### src/rtl/uart_word_loader.sv
// uart_word_loader: packs WORD_BYTES received UART bytes into one word and
// hands each word to the memory writer over a req/ack port. Each word goes
// to the next word address.
// Optional build macro LOAD_TIMEOUT_EN adds an inter-byte timeout. When it
// expires, the partial word is discarded and the timeout port pulses.
module uart_word_loader #(
  parameter int WORD_BYTES     = 2,
  parameter int ADDR_WIDTH     = 16,
  parameter bit MSB_FIRST      = 1'b0,
  parameter int TIMEOUT_CYCLES = 1000000
) (
  input  logic                    clk,
  input  logic                    rst,
  input  logic                    load_en,
  input  logic                    clr,
  input  logic [7:0]              byte_data,
  input  logic                    byte_valid,
  output logic [8*WORD_BYTES-1:0] word_data,
  output logic [ADDR_WIDTH-1:0]   wr_addr,
  output logic                    wr_req,
  input  logic                    wr_ack,
  output logic [ADDR_WIDTH:0]     word_count,
  output logic                    partial,
  output logic                    overrun,
  output logic                    full
`ifdef LOAD_TIMEOUT_EN
  , output logic                  timeout
`endif
);

  localparam int IDX_W = (WORD_BYTES > 1) ? $clog2(WORD_BYTES) : 1;
  localparam logic [IDX_W-1:0] LAST_IDX = IDX_W'(WORD_BYTES - 1);
  localparam logic [ADDR_WIDTH:0] CAPACITY = {1'b1, {ADDR_WIDTH{1'b0}}};

`ifdef LOAD_TIMEOUT_EN
  localparam int TMO_W = $clog2(TIMEOUT_CYCLES) + 1;
  localparam logic [TMO_W-1:0] TMO_LIMIT = TMO_W'(TIMEOUT_CYCLES - 1);
  logic [TMO_W-1:0] tmo_cnt;
`endif

  logic [IDX_W-1:0]        index;
  logic [IDX_W-1:0]        lane;
  logic [8*WORD_BYTES-1:0] shift_reg;
  logic [8*WORD_BYTES-1:0] assembled;
  logic [ADDR_WIDTH:0]     count_next;
  logic                    accept;
  logic                    complete;
  logic                    ack_now;
  logic                    room;
  logic                    issue;
  logic                    drop;

  assign partial = (index != '0);
  assign full    = (word_count == CAPACITY);

  // Decide this cycle's byte acceptance, word completion and write outcome.
  // count_next already includes an ack that lands in this cycle. A word
  // issued back-to-back with that ack therefore takes the following
  // address. If that address would run past the last word, the word is
  // dropped silently instead of wrapping.
  always_comb begin
    accept     = byte_valid & load_en & ~full;
    complete   = accept & (index == LAST_IDX);
    ack_now    = wr_req & wr_ack;
    count_next = word_count + (ADDR_WIDTH+1)'(ack_now);
    room       = (count_next != CAPACITY);
    issue      = complete & (~wr_req | wr_ack) & room;
    drop       = complete & wr_req & ~wr_ack;
    lane       = MSB_FIRST ? (LAST_IDX - index) : index;
    assembled  = shift_reg;
    for (int i = 0; i < WORD_BYTES; i++) begin
      if (lane == IDX_W'(i)) begin
        assembled[i*8 +: 8] = byte_data;
      end
    end
  end

  // Byte assembly, write handshake, word counting and sticky flags.
  always_ff @(posedge clk) begin
    if (rst || clr) begin
      wr_req     <= 1'b0;
      word_data  <= '0;
      wr_addr    <= '0;
      word_count <= '0;
      overrun    <= 1'b0;
      index      <= '0;
      shift_reg  <= '0;
`ifdef LOAD_TIMEOUT_EN
      tmo_cnt    <= '0;
      timeout    <= 1'b0;
`endif
    end else begin
      if (ack_now) begin
        word_count <= count_next;
      end

      if (issue) begin
        word_data <= assembled;
        wr_addr   <= count_next[ADDR_WIDTH-1:0];
        wr_req    <= 1'b1;
      end else if (ack_now) begin
        wr_req <= 1'b0;
      end

      if (drop) begin
        overrun <= 1'b1;
      end

      if (accept) begin
        shift_reg <= assembled;
        index     <= (index == LAST_IDX) ? '0 : index + 1'b1;
      end else if (!load_en) begin
        index <= '0;
`ifdef LOAD_TIMEOUT_EN
      end else if (partial && (tmo_cnt == TMO_LIMIT)) begin
        index <= '0;
`endif
      end

`ifdef LOAD_TIMEOUT_EN
      timeout <= 1'b0;
      if (accept || !load_en || !partial) begin
        tmo_cnt <= '0;
      end else if (tmo_cnt == TMO_LIMIT) begin
        tmo_cnt <= '0;
        timeout <= 1'b1;
      end else begin
        tmo_cnt <= tmo_cnt + 1'b1;
      end
`endif
    end
  end

endmodule
### config.mk
export PLATFORM = sky130hd
export DESIGN_NAME = uart_word_loader
export DESIGN_NICKNAME = d
export VERILOG_FILES = /design/src/rtl/uart_word_loader.sv
export SDC_FILE = /design/constraint.sdc
export NUM_CORES = 1
export LEC_CHECK = 0
export ABC_AREA = 1
export CAP_MARGIN = 20
export CORE_ASPECT_RATIO = 1.25
export CORE_MARGIN = 2
export CORE_UTILIZATION = 40
export CTS_CLUSTER_SIZE = 40
export DETAILED_ROUTE_END_ITERATION = 8
export HOLD_SLACK_MARGIN = 0.02
export PLACE_DENSITY = 0.65
export REMOVE_ABC_BUFFERS = 1
export SYNTH_ARGS = -nofsm -noshare
export SYNTH_HDL_FRONTEND = slang
export SYNTH_SLANG_ARGS = --single-unit
export TNS_END_PERCENT = 50
### constraint.sdc
create_clock -name clk -period 3.75 [get_ports clk]
set_clock_uncertainty 0.15 [all_clocks]
set_input_delay 1.125 -clock clk [delete_from_list [all_inputs] [get_ports clk]]
set_output_delay 1.125 -clock clk [all_outputs]
set_load 0.01 [all_outputs]
# Yosys cells after proc, flatten, opt, wreduce, memory -nomap -nowiden
# Index checks and enable logic that the tools add are counted.
[word_totals]
reg_bits = 68
input_bits = 14
out_inout_bits = 53
elab_cells = 33
[op_classes]
add_sub_neg = 2
eq_ne = 3
n_mux = 7
bitwise = 12
reduce_logical = 2
[ops]
columns = ["operator", "count"]
rows = [
  ["adder 17 x 1 -> 17 bit", 1],
  ["== test 17 bit, second input constant", 1],
  ["inequality test 17 bit, second input constant", 1],
  ["2-to-1 mux 8 bit", 2],
  ["bitwise AND 1 bit", 8],
  ["2-to-1 mux 1 bit", 5],
  ["NOT 1 bit", 3],
  ["inequality test 2 x 1 -> 1 bit, second input constant", 1],
  ["nonzero test 2 bit", 1],
  ["adder 1 bit, second input constant", 1],
  ["logical OR 1 bit", 1],
  ["bitwise OR 1 bit", 1],
]

# Logic depth before layout (Yosys ltp)
# Gate-level depths: netlist of run 1.
[depth]
ltp_word = 7
depth_mapped = 20
mapped_depth_nobuf = 18

# Least setup slack after synthesis of run 1
# Ideal clock, no wire load.
[synth_timing]
path_type = "input port to flip-flop"
from = "input wr_ack"
to = "register wr_addr[10]"
t_arrival_ps = 3335
slack_ps = 152
cell_stages = 19
cell_sequence = "nand2_1 > clkinv_1 > clkbuf_1 > ha_1 > ha_1 > nand3_1 > nor2_2 > nand2_1 > nand2_1 > nand2_1 > nor2_1 > nand2_1 > nor2_2 > nand2_4 > nand2_4 > buf_6 > nand2_1 > nand2_1 > nor2_1"
[synth_between]
elab_chain_len = 4
word_cells_on_any_way = 6
[synth_lines]
columns = ["item", "line", "source"]
rows = [
  ["from (decl)", "21", "input logic wr_ack,"],
  ["bitwise AND 1 bit *", "64", "ack_now = wr_req & wr_ack;"],
  ["named net ack_now", "48", "logic ack_now;"],
  ["adder 17 x 1 -> 17 bit *", "65", "count_next = word_count + (ADDR_WIDTH+1)'(ack_now);"],
  ["inequality test 17 bit", "66", "room = (count_next != CAPACITY);"],
  ["bitwise AND 1 bit", "67", "issue = complete & (~wr_req | wr_ack) & room;"],
  ["to (signal assigned)", "99", "wr_addr <= count_next[ADDR_WIDTH-1:0];"],
  ["to (decl)", "19", "output logic [ADDR_WIDTH-1:0] wr_addr,"],
]
# Mark *: on every way through the listed nets, which the timed path passes. The rest lies on a longest branch.
# A chain may end at the register's enable or synchronous reset.

# Final worst setup path of run 1
[layout_timing]
from = "input wr_ack"
to = "register word_data[0]"
[layout_between]
elab_chain_len = 4
word_cells_on_any_way = 6
[layout_lines]
columns = ["item", "line", "source"]
rows = [
  ["bitwise AND 1 bit", "64", ""],
  ["adder 17 x 1 -> 17 bit", "65", ""],
  ["inequality test 17 bit", "66", ""],
  ["bitwise AND 1 bit *", "67", ""],
  ["to (signal assigned)", "98", "word_data <= assembled;"],
  ["to (decl)", "18", "output logic [8*WORD_BYTES-1:0] word_data,"],
]
# Mark *: on every way between the ends. The rest lies on a longest branch, timed or not.

==> results.ini, run 1 <==
[cts]
cts_sinks = 68
clock_latency_ns = 0.35
tritoncts = yes
ctsResizeCount = 0
clk_pin_slew_ns = 0.08
cts-buffers-inserted = 9
postCtsSetupBuffers = 0
cts.hold.buffers_added = 0
h-tree-depth = 3
cts_buffer_depth = 2
cts_root_buffer = clkbuf_8

[finish]
fillers = 798
top_register = word_count
nets = 559
finalInstanceArea_um2 = 4431
drive_above_1_share = 0.1040
synthToLayoutAreaGrowth_pct = 31.59
fin_cells = 645
multiInputGateArea_um2 = 1703
largest_register_ffs = 17
seq_area_um2 = 1361
n_antenna_cell = 0

[pwr]
p_sw_frac = 0.2378
p_leak_nw = 1.791
p_seq_frac = 0.488
internal-power_w = 0.001144
power.clock.fraction = 0.455
peakVddDrop_mv = 0.2259
combinationalPowerShare = 0.057
p_switching_w = 0.0003570
power_density_nw_per_um2 = 338.9
p_total_w = 0.001501

[synth]
synth-edff-count = 0
ys_ff_latch = 68
yosysWarningCount = 0
syn_area_um2 = 3367
syn_inst = 468
synth_top_flop_cell = dfxtp_1
synthTopCellsByArea = dfxtp_1 (40%), nand2_1 (11%), nor2_1 (8.1%)
ys_async_sr_fraction = 0
synth_cell_types = 30
syn_area_per_cell_um2 = 7.194
synth_top_area_frac = 0.4043
synth_top_cell_by_area = dfxtp_1
seq_area_frac_synth = 0.4043

[floorplan]
ios = 67
die_x_um = 86.06
core_area_um2 = 8194
rows = 37
initial_utilization = 0.4109
dieHeight_um = 106.6
die-area_um2 = 9172

[route]
vias = 3275
wl_per_cell_um = 12.65
drc = 0
drtPass1Iterations = 4
vias_per_cell = 5.078
ant_nets = 0
routed_wl_um = 8158
first_iter_violations = 110

[global_route]
grt_max_degree = 29
grtUsageTotal = 0.1839
grt_pass1_wl_um = 13700
first_global_vias = 3019
grt_overflow = 0
antenna_found_initial = 0

[worst_setup_path]
crit_fanout = 10
reg2reg_from = wr_req
rr_worst_depth = 16
cp_data_arrival_time_ns = 3.53
rrSetupSlack_ns = 1.22
critPathLaunchType = input port
crit_type = in -> reg
critPathRequiredTime_ns = 3.85
critPathCaptureType = flop
r2r-end = word_data[0]

[sta]
min_period_ns = 3.435
slew_headroom = 0.6322
fin_crit_sh = 0.9160
finalHoldViolCount = 0
slew_violations = 0
max_freq_mhz = 291.1
finalSetupViolCount = 0
rsz0062_at_grt = false
worst_slew_pin_slew_ns = 0.5483

[hold_path]
hp-class = reg -> reg
hold_path_startpoint = word_data[15]
hold-path-endpoint = word_data[15]
hold_path_depth = 2

[flow_run]
drv_cap = 0

[placement]
portBuffers = 66
place_congestion = 0.8929
dp_hpwl_um = 5804
placed_cells = 629
placed_cell_area_um2 = 4209

[status]
status = finished clean

## kinds of logic (layout without fill, tap and decap cells)
family,Yosys count,in the layout,share of synthesized area
and+or+nand+nor,240,240,0.3118
adders and majority gates,2,2,0.007431
DFF,68,68,0.4043
xor gates and xnor gates,1,1,0.004832
AOI/OAI and AO/OA,71,71,0.1301
buffers and inverters,70,150,0.09402
muxes,16,16,0.04756
## power by group through the flow
stage,registers (W),logic [W],clock network [W]
after CTS,0.000733,0.0000858,0.000696
after detailed placement,0.000750,0.0000854,0
after global placement,0.000750,0.0000843,0
after floorplan,0.000753,0.0000464,0
final,0.000733,0.0000850,0.000683
after global routing,0.000735,0.0000946,0.000727
## cells in the mapped netlist (3+ instances only)
library cell  instances
dfxtp_1              68
buf_6                 6
a21oi_1              31
mux2i_1              16
nand4_1               8
o21ai_0               6
clkinv_1              3
clkbuf_1             10
a211oi_1             17
nor3_1                4
o211ai_1             12
nor2_1               73
o21bai_1              3
inv_1                41
nand3_1              33
buf_2                 7
nand2_1             103
nand3b_1              4
nor2_2                7
## worst max-delay path by stage
| stage | end | start | slack (ns) |
|---|---|---|---|
| finish | word_data[0] | wr_ack | 0.32 |
| global route | word_data[2] | wr_ack | 0.03 |
| CTS | word_data[0] | wr_ack | 0.33 |
| detailed placement | word_data[0] | wr_ack | -0.02 |
| global placement | word_data[12] | wr_ack | -0.003 |
| floorplan | partial | rst | -0.39 |
## metal layers
metal  wire (µm)  vias up  GRT usage  share of wire
li1            -     1690          -              -
met1        3718     1487     0.2311           0.46
met2        3843       87     0.3128           0.47
met3         464       11    0.03464          0.057
met4         131        0    0.06349          0.016
met5           0        -          0              0
## layout by cell type (no fill, tap or decap), drive strengths merged, types with 7 or more instances in the layout
master / count
a21oi: 31
clkbuf: 9
mux2i: 16
a211oi: 17
inv: 45
buf: 22
nand2: 107
nand3: 34
clkdlybuf4s50: 66
o211ai: 12
nand4: 8
nor2: 82
o21ai: 7
dfxtp: 68
## worst max-delay path, stage by stage
cell and delay, ns:
clkdlybuf4s50_1 0.50, nand2_1 0.09, clkinv_1 0.07, ha_1 0.16, ha_1 0.21, nand3_1 0.16
nor2_2 0.21, nand3_1 0.09, nand2_1 0.06, nand2_1 0.07, nor2_1 0.10, nand2_1 0.07
nor2_2 0.12, nand2_4 0.12, buf_4 0.19, a21oi_1 0.13, nor2_1 0.06
## metrics by stage
| stage | setup slack (ns) | util | TNS (ns) | hold WS [ns] |
|---|---|---|---|---|
| after floorplan | -0.3879 | - | -7.928 | 0.3207 |
| after global placement | -0.003108 | 0.5137 | -0.01354 | 0.3130 |
| after detailed placement | -0.02227 | 0.5137 | -0.1040 | 0.3169 |
| after CTS | 0.3286 | 0.5407 | 0 | 0.3361 |
| after global routing | 0.02524 | 0.5407 | 0 | 0.3642 |
| final | 0.3151 | 0.5407 | 0 | 0.3335 |
## final cells by class
cell class | instances | share of cell area
repair buffers | 88 | 0.1920
clock buffers | 9 | 0.02796
multi-input cells | 330 | 0.3844
inverters | 46 | 0.03897
clock inverters | 7 | 0.02203
flip-flops and latches | 68 | 0.3073
well taps | 97 | 0.02739
Power figures use the tool's default switching activity.
==> inputs of run 2 (changes only) <==
--- a/config.mk
+++ b/config.mk
@@ -12,7 +12,7 @@
 export CORE_UTILIZATION = 40
 export CTS_CLUSTER_SIZE = 40
 export DETAILED_ROUTE_END_ITERATION = 8
-export HOLD_SLACK_MARGIN = 0.02
+export HOLD_SLACK_MARGIN = 0.03
 export PLACE_DENSITY = 0.65
 export REMOVE_ABC_BUFFERS = 1
 export SYNTH_ARGS = -nofsm -noshare
==> constraint.sdc (replaced) <==
create_clock -name clk -period 4.3 [get_ports clk]
set_clock_uncertainty 0.15 [all_clocks]
set_input_delay 1.29 -clock clk [delete_from_list [all_inputs] [get_ports clk]]
set_output_delay 1.29 -clock clk [all_outputs]
set_load 0.01 [all_outputs]
==> results.ini, run 2 (same netlist as run 1, synthesis figures left out) <==
[worst_setup_path]
reg2reg_from = wr_req  ; unchanged
cpPeakStageDelay_ns = 0.49  ; was 0.50 ns
crit_fanout = 30  ; was 10
cp_data_arrival_time_ns = 4.00  ; was 3.53 ns
endpoint = wr_addr[5]  ; was word_data[0]
rrSetupSlack_ns = 1.47  ; was 1.22 ns
rr_worst_depth = 17  ; was 16
critPathCaptureType = flop  ; unchanged
worst_path_most_repeated_cell = nand2_1  ; unchanged
crit_type = in -> reg  ; unchanged
critPathLaunchType = input port  ; unchanged
worstSetupStartpoint = wr_ack  ; unchanged
r2r-end = wr_addr[5]  ; was word_data[0]
crit_chain = clkdlybuf4s50_1, nand2_1, clkinv_1, ha_1, ha_1, nand3_1, nor2_2, nand3_1, nand2_1, nand2_1, nor2_1, nand2_1, nor2_2, nand2_4, nand2_4, nand2_1, nand2_1, nor2_1  ; was clkdlybuf4s50_1, nand2_1, clkinv_1, ha_1, ha_1, nand3_1, nor2_2, nand3_1, nand2_1, nand2_1, nor2_1, nand2_1, nor2_2, nand2_4, buf_4, a21oi_1, nor2_1
critPathRequiredTime_ns = 4.38  ; was 3.85 ns
slowest_stage = clkdlybuf4s50_1  ; unchanged

[sta]
rsz0062_at_grt = false  ; unchanged
setup_ws_ns = 0.3743  ; was 0.3151 ns
fin_tns_setup_ns = 0  ; unchanged
finalSetupViolCount = 0  ; unchanged
max_freq_mhz = 254.7
finalHoldViolCount = 0  ; unchanged
fin_crit_sh = 0.9129
worst_slew_pin_slew_ns = 0.5315  ; was 0.5483 ns
min_period_ns = 3.926
slew_headroom = 0.6435  ; was 0.6322
slew_violations = 0  ; unchanged

[cts]
ctsResizeCount = 0  ; unchanged
cts_sinks = 68  ; unchanged
clk_pin_slew_ns = 0.07  ; was 0.08 ns
cts_buffer_depth = 2  ; unchanged
cts-buffers-inserted = 9  ; unchanged
cts_root_buffer = clkbuf_8  ; unchanged
tritoncts = yes  ; unchanged
h-tree-depth = 3  ; unchanged
clock_latency_ns = 0.33  ; was 0.35 ns
postCtsSetupBuffers = 0  ; unchanged
cts.hold.buffers_added = 0  ; unchanged

[status]
status = finished clean  ; unchanged

[finish]
multiInputGateArea_um2 = 1703  ; unchanged
nets = 544  ; was 559
n_antenna_cell = 0  ; unchanged
post-route-util = 0.5286  ; was 0.5407
fillers = 820  ; was 798
final_cell_mix = nand2_1 (103), nor2_1 (72), dfxtp_1 (68), clkdlybuf4s50_1 (66), inv_1 (41)  ; unchanged
largest_register_ffs = 17  ; unchanged
drive_above_1_share = 0.07880  ; was 0.1040
seq_area_um2 = 1361  ; unchanged
final_common_cell = nand2_1  ; unchanged
top_register = word_count  ; unchanged
synthToLayoutAreaGrowth_pct = 28.65  ; was 31.59%

[global_route]
grt_pass1_wl_um = 13390  ; was 13700 µm
antenna_found_initial = 0  ; unchanged
grtUsageTotal = 0.1785  ; was 0.1839
grt_overflow = 0  ; unchanged
grt_max_degree = 50  ; was 29
first_global_vias = 2959  ; was 3019

[floorplan]
dieHeight_um = 106.6  ; unchanged
die_x_um = 86.06  ; unchanged
core_area_um2 = 8194  ; unchanged
die-area_um2 = 9172  ; unchanged
ios = 67  ; unchanged
rows = 37  ; unchanged
initial_utilization = 0.4109  ; unchanged

[placement]
place_congestion = 0.8446  ; was 0.8929
portBuffers = 66  ; unchanged
dp_hpwl_um = 5481  ; was 5804 µm
preCtsSetupSlack_ns = 0.07564  ; was -0.02227 ns

[route]
wl_per_cell_um = 12.55  ; was 12.65 µm
vias_per_cell = 5.040  ; was 5.078
ant_nets = 0  ; unchanged
drc = 0  ; unchanged
first_iter_violations = 92  ; was 110
drtPass1Iterations = 4  ; unchanged
routed_wl_um = 7904  ; was 8158 µm
vias = 3175  ; was 3275

[pwr]
power_density_nw_per_um2 = 305.7  ; was 338.9 nW/µm²
peakVddDrop_mv = 0.1820  ; was 0.2259 mV
p_leak_nw = 1.722  ; was 1.791 nW
p_total_w = 0.001324  ; was 0.001501 W

[flow_run]
drv_cap = 0  ; unchanged

[hold_path]
hp-class = reg -> reg  ; unchanged

[run 2: cell types whose count changed in the layout (fill, tap and decap cells not counted), sizes merged]
cell,delta
buf,-15
clkbuf,+2
inv,-2
[run 2: final cells by class]
| type | instances | share of cell area |
|---|---|---|
| Timing Repair Buffer | 73 | 0.1704 |
| Tap cell | 97 | 0.02802 |
| Clock buffer | 11 | 0.03495 |
| Clock inverter | 5 | 0.01935 |
| Inverter | 46 | 0.03986 |
| Sequential cell | 68 | 0.3143 |
| Multi-Input combinational cell | 330 | 0.3931 |
[run 2: worst min-delay path by stage]
stage                  startpoint             to  slack, ns  cells after the start
finish                    overrun        overrun       0.32                      1
global route              overrun        overrun       0.35                      1
CTS                       overrun        overrun       0.33                      1
detailed placement        overrun        overrun       0.31                      1
global placement          overrun        overrun       0.30                      1
floorplan           shift_reg[10]  shift_reg[10]       0.32                      2
[run 2: metal layers]
| metal | global-route usage | wire (µm) |
|---|---|---|
| met5 | 0 | 0 |
| met4 | 0.04875 | 81 |
| met3 | 0.04311 | 468 |
| met2 | 0.2968 | 3691 |
| met1 | 0.2297 | 3662 |
[run 2: through the flow]
step                      hold slack (ns)  std cells  instance area (µm²)
final                              0.3233        630                 4332
after global routing               0.3549        630                 4332
after CTS                          0.3261        630                 4332
after detailed placement           0.3091        614                 4096
after global placement             0.2995        614                 4096
after floorplan                    0.3207        444                 3223
[run 2: worst max-delay path: cells and delay by family]
kind | cells | cell delay (ns)
buffers and inverters | 2 | 0.56
and+or+nand+nor | 14 | 1.72
adders and majority gates | 2 | 0.43
[run 2: report_power, final]
| part | internal (W) | leakage [nW] | total, W | switching, W |
|---|---|---|---|---|
| clock network | 0.000359 | 0.112 | 0.000611 | 0.000252 |
| registers | 0.000636 | 0.549 | 0.000640 | 0.00000349 |
| logic | 0.0000321 | 1.06 | 0.0000731 | 0.0000409 |
| total | 0.00103 | 1.72 | 0.00132 | 0.000296 |
==> inputs of run 3 (changes only) <==
--- a/config.mk
+++ b/config.mk
@@ -8,7 +8,7 @@
 export ABC_AREA = 1
 export CAP_MARGIN = 20
 export CORE_ASPECT_RATIO = 1.25
-export CORE_MARGIN = 2
+export CORE_MARGIN = 5
 export CORE_UTILIZATION = 40
 export CTS_CLUSTER_SIZE = 40
 export DETAILED_ROUTE_END_ITERATION = 8
@@ -18,4 +18,4 @@
 export SYNTH_ARGS = -nofsm -noshare
 export SYNTH_HDL_FRONTEND = slang
 export SYNTH_SLANG_ARGS = --single-unit
-export TNS_END_PERCENT = 50
+export TNS_END_PERCENT = 10
==> results.ini, run 3 (same netlist as run 1, synthesis figures left out) <==
[sta]
worst_slew_pin_slew_ns = 0.8092  ; was 0.5315 ns
slew_headroom = 0.4572  ; was 0.6435
whs_ns = 0.3337  ; was 0.3233 ns
finalHoldViolCount = 0  ; unchanged
min_period_ns = 3.812  ; was 3.926 ns
slew_violations = 0  ; unchanged
rsz0062_at_grt = false  ; unchanged
max_freq_mhz = 262.3  ; was 254.7 MHz
fin_crit_sh = 0.8866  ; was 0.9129
finalSetupViolCount = 0  ; unchanged

[pwr]
combinationalPowerShare = 0.056  ; was 0.055
power.clock.fraction = 0.453  ; was 0.462
power_density_nw_per_um2 = 302.1  ; was 305.7 nW/µm²
peakVddDrop_mv = 0.2573  ; was 0.1820 mV
internal-power_w = 0.001010  ; was 0.001028 W
p_total_w = 0.001304  ; was 0.001324 W
p_seq_frac = 0.491  ; was 0.483
p_leak_nw = 1.728  ; was 1.722 nW
p_switching_w = 0.0002937  ; was 0.0002963 W
p_sw_frac = 0.2253  ; was 0.2238

[global_route]
grt_max_degree = 51  ; was 50
grtUsageTotal = 0.1634  ; was 0.1785
grt_overflow = 0  ; unchanged
antenna_found_initial = 0  ; unchanged
grt_pass1_wl_um = 13930  ; was 13390 µm
first_global_vias = 2971  ; was 2959

[worst_setup_path]
r2r-end = word_data[4]  ; was wr_addr[5]
slowest_stage = clkdlybuf4s50_1  ; unchanged
crit_buf_inv = 3  ; was 2
cp_data_arrival_time_ns = 3.90  ; was 4.00 ns
critPathCaptureType = flop  ; unchanged
worst_path_most_repeated_cell = nand2_1  ; unchanged
crit_type = in -> reg  ; unchanged
critical-path-top-delay-family = simple AND/OR/NAND/NOR gates  ; unchanged
crit_chain = clkdlybuf4s50_1, nand2_1, clkinv_1, ha_1, ha_1, nand2_1, nor2_2, nand3_1, nand2_1, nand2_1, nor2_1, nand2_1, nor2_2, nand2_4, buf_4, a21oi_1, nor2_1  ; was clkdlybuf4s50_1, nand2_1, clkinv_1, ha_1, ha_1, nand3_1, nor2_2, nand3_1, nand2_1, nand2_1, nor2_1, nand2_1, nor2_2, nand2_4, nand2_4, nand2_1, nand2_1, nor2_1
critPathLaunchType = input port  ; unchanged
rrSetupSlack_ns = 1.56  ; was 1.47 ns
critPathRequiredTime_ns = 4.38  ; about the same
rr_worst_depth = 16  ; was 17
crit_fanout = 19  ; was 30
reg2reg_from = wr_req  ; unchanged
cpPeakStageDelay_ns = 0.48  ; was 0.49 ns

[cts]
clk_pin_slew_ns = 0.08  ; was 0.07 ns
cts_sinks = 68  ; unchanged
tritoncts = yes  ; unchanged
cts.hold.buffers_added = 0  ; unchanged
cts_root_buffer = clkbuf_8  ; unchanged
h-tree-depth = 3  ; unchanged
postCtsSetupBuffers = 0  ; unchanged
ctsResizeCount = 0  ; unchanged
cts_buffer_depth = 2  ; unchanged
cts-buffers-inserted = 9  ; unchanged
clock_latency_ns = 0.34  ; was 0.33 ns

[route]
drc = 0  ; unchanged
first_iter_violations = 121  ; was 92
drtPass1Iterations = 4  ; unchanged
vias = 3153  ; was 3175
ant_nets = 0  ; unchanged
routed_wl_um = 8244  ; was 7904 µm
vias_per_cell = 4.997  ; was 5.040
wl_per_cell_um = 13.06  ; was 12.55 µm

[hold_path]
hold_path_depth = 2  ; was 1
hold_path_startpoint = word_data[7]  ; was overrun
hp-class = reg -> reg  ; unchanged
hold-path-endpoint = word_data[7]  ; was overrun

[floorplan]
dieHeight_um = 112.6  ; was 106.6 µm
die_x_um = 92.06  ; was 86.06 µm
die-area_um2 = 10360  ; was 9172 µm²
core_area_um2 = 8240  ; was 8194 µm²
ios = 67  ; unchanged
rows = 37  ; unchanged
initial_utilization = 0.4086  ; was 0.4109

[finish]
nets = 545  ; was 544
synthToLayoutAreaGrowth_pct = 28.21  ; was 28.65%
largest_register_ffs = 17  ; unchanged
final_common_cell = nand2_1  ; unchanged
drive_above_1_share = 0.08052  ; was 0.07880
n_antenna_cell = 0  ; unchanged
fin_cells = 631  ; was 630
finalInstanceArea_um2 = 4317  ; was 4332 µm²
final_cell_mix = nand2_1 (103), nor2_1 (72), dfxtp_1 (68), clkdlybuf4s50_1 (66), inv_1 (41)  ; unchanged
post-route-util = 0.5238  ; was 0.5286
top_register = word_count  ; unchanged

[placement]
place_congestion = 0.8690  ; was 0.8446
placed_cells = 615  ; was 614
placed_cell_area_um2 = 4091  ; was 4096 µm²
dp_hpwl_um = 5738  ; was 5481 µm
portBuffers = 66  ; unchanged

[status]
status = finished clean  ; unchanged

[flow_run]
drv_cap = 0  ; unchanged

[run 3: changes by cell type in the layout (fill, tap and decap cells not counted)]
cell and change:
buf_12 -1, buf_4 +2, clkinv_2 +2, clkbuf_8 -1
clkinv_4 +1, clkinvlp_4 -2
[run 3: area by class of cell]
cell class,count,area [µm²]
fill,802,3924
multi-input combinational,330,1703
sequential,68,1361
timing repair buffer,74,733.2
inverter,46,172.7
clock buffer,10,137.6
tap,97,121.4
clock inverter,6,87.58
[run 3: how the worst max path moves through the flow]
stage | start | end | slack (ns) | depth (start not counted)
finish | wr_ack | word_data[4] | 0.49 | 17
detailed placement | wr_ack | word_data[4] | 0.15 | 17
global placement | wr_ack | word_data[10] | 0.22 | 17
floorplan | rst | partial | -0.003 | 3
CTS | wr_ack | word_data[4] | 0.50 | 17
global route | wr_ack | word_data[4] | 0.27 | 17
[run 3: power groups by stage]
stage	registers, W	logic (W)	clock network [W]
4_1_cts	0.000640	0.0000736	0.000608
3_3_place_gp	0.000654	0.0000724	0
5_1_grt	0.000641	0.0000818	0.000638
2_1_floorplan	0.000657	0.0000405	0
6_report	0.000640	0.0000728	0.000591
3_5_place_dp	0.000655	0.0000732	0
[run 3: worst min-delay path, stage by stage, from the launching register on]
cell and delay (ns):
dfxtp_1 0.33, a21oi_1 0.04, nor2_1 0.08
[run 3: metal layers]
metal / part of all wire / routed length (µm) / track usage / vias to the layer above
met4: 0.013 / 106 / 0.04559 / 0
met3: 0.059 / 487 / 0.05697 / 11
met2: 0.47 / 3881 / 0.2646 / 70
met5: 0 / 0 / 0 / -
li1: - / - / - / 1661
met1: 0.46 / 3769 / 0.2059 / 1411
[run 3: stage by stage]
stage,setup WS (ns),TNS (ns)
floorplan,-0.002858,-0.04859
global placement,0.2246,0
detailed placement,0.1466,0
CTS,0.5041,0
global route,0.2681,0
finish,0.4878,0
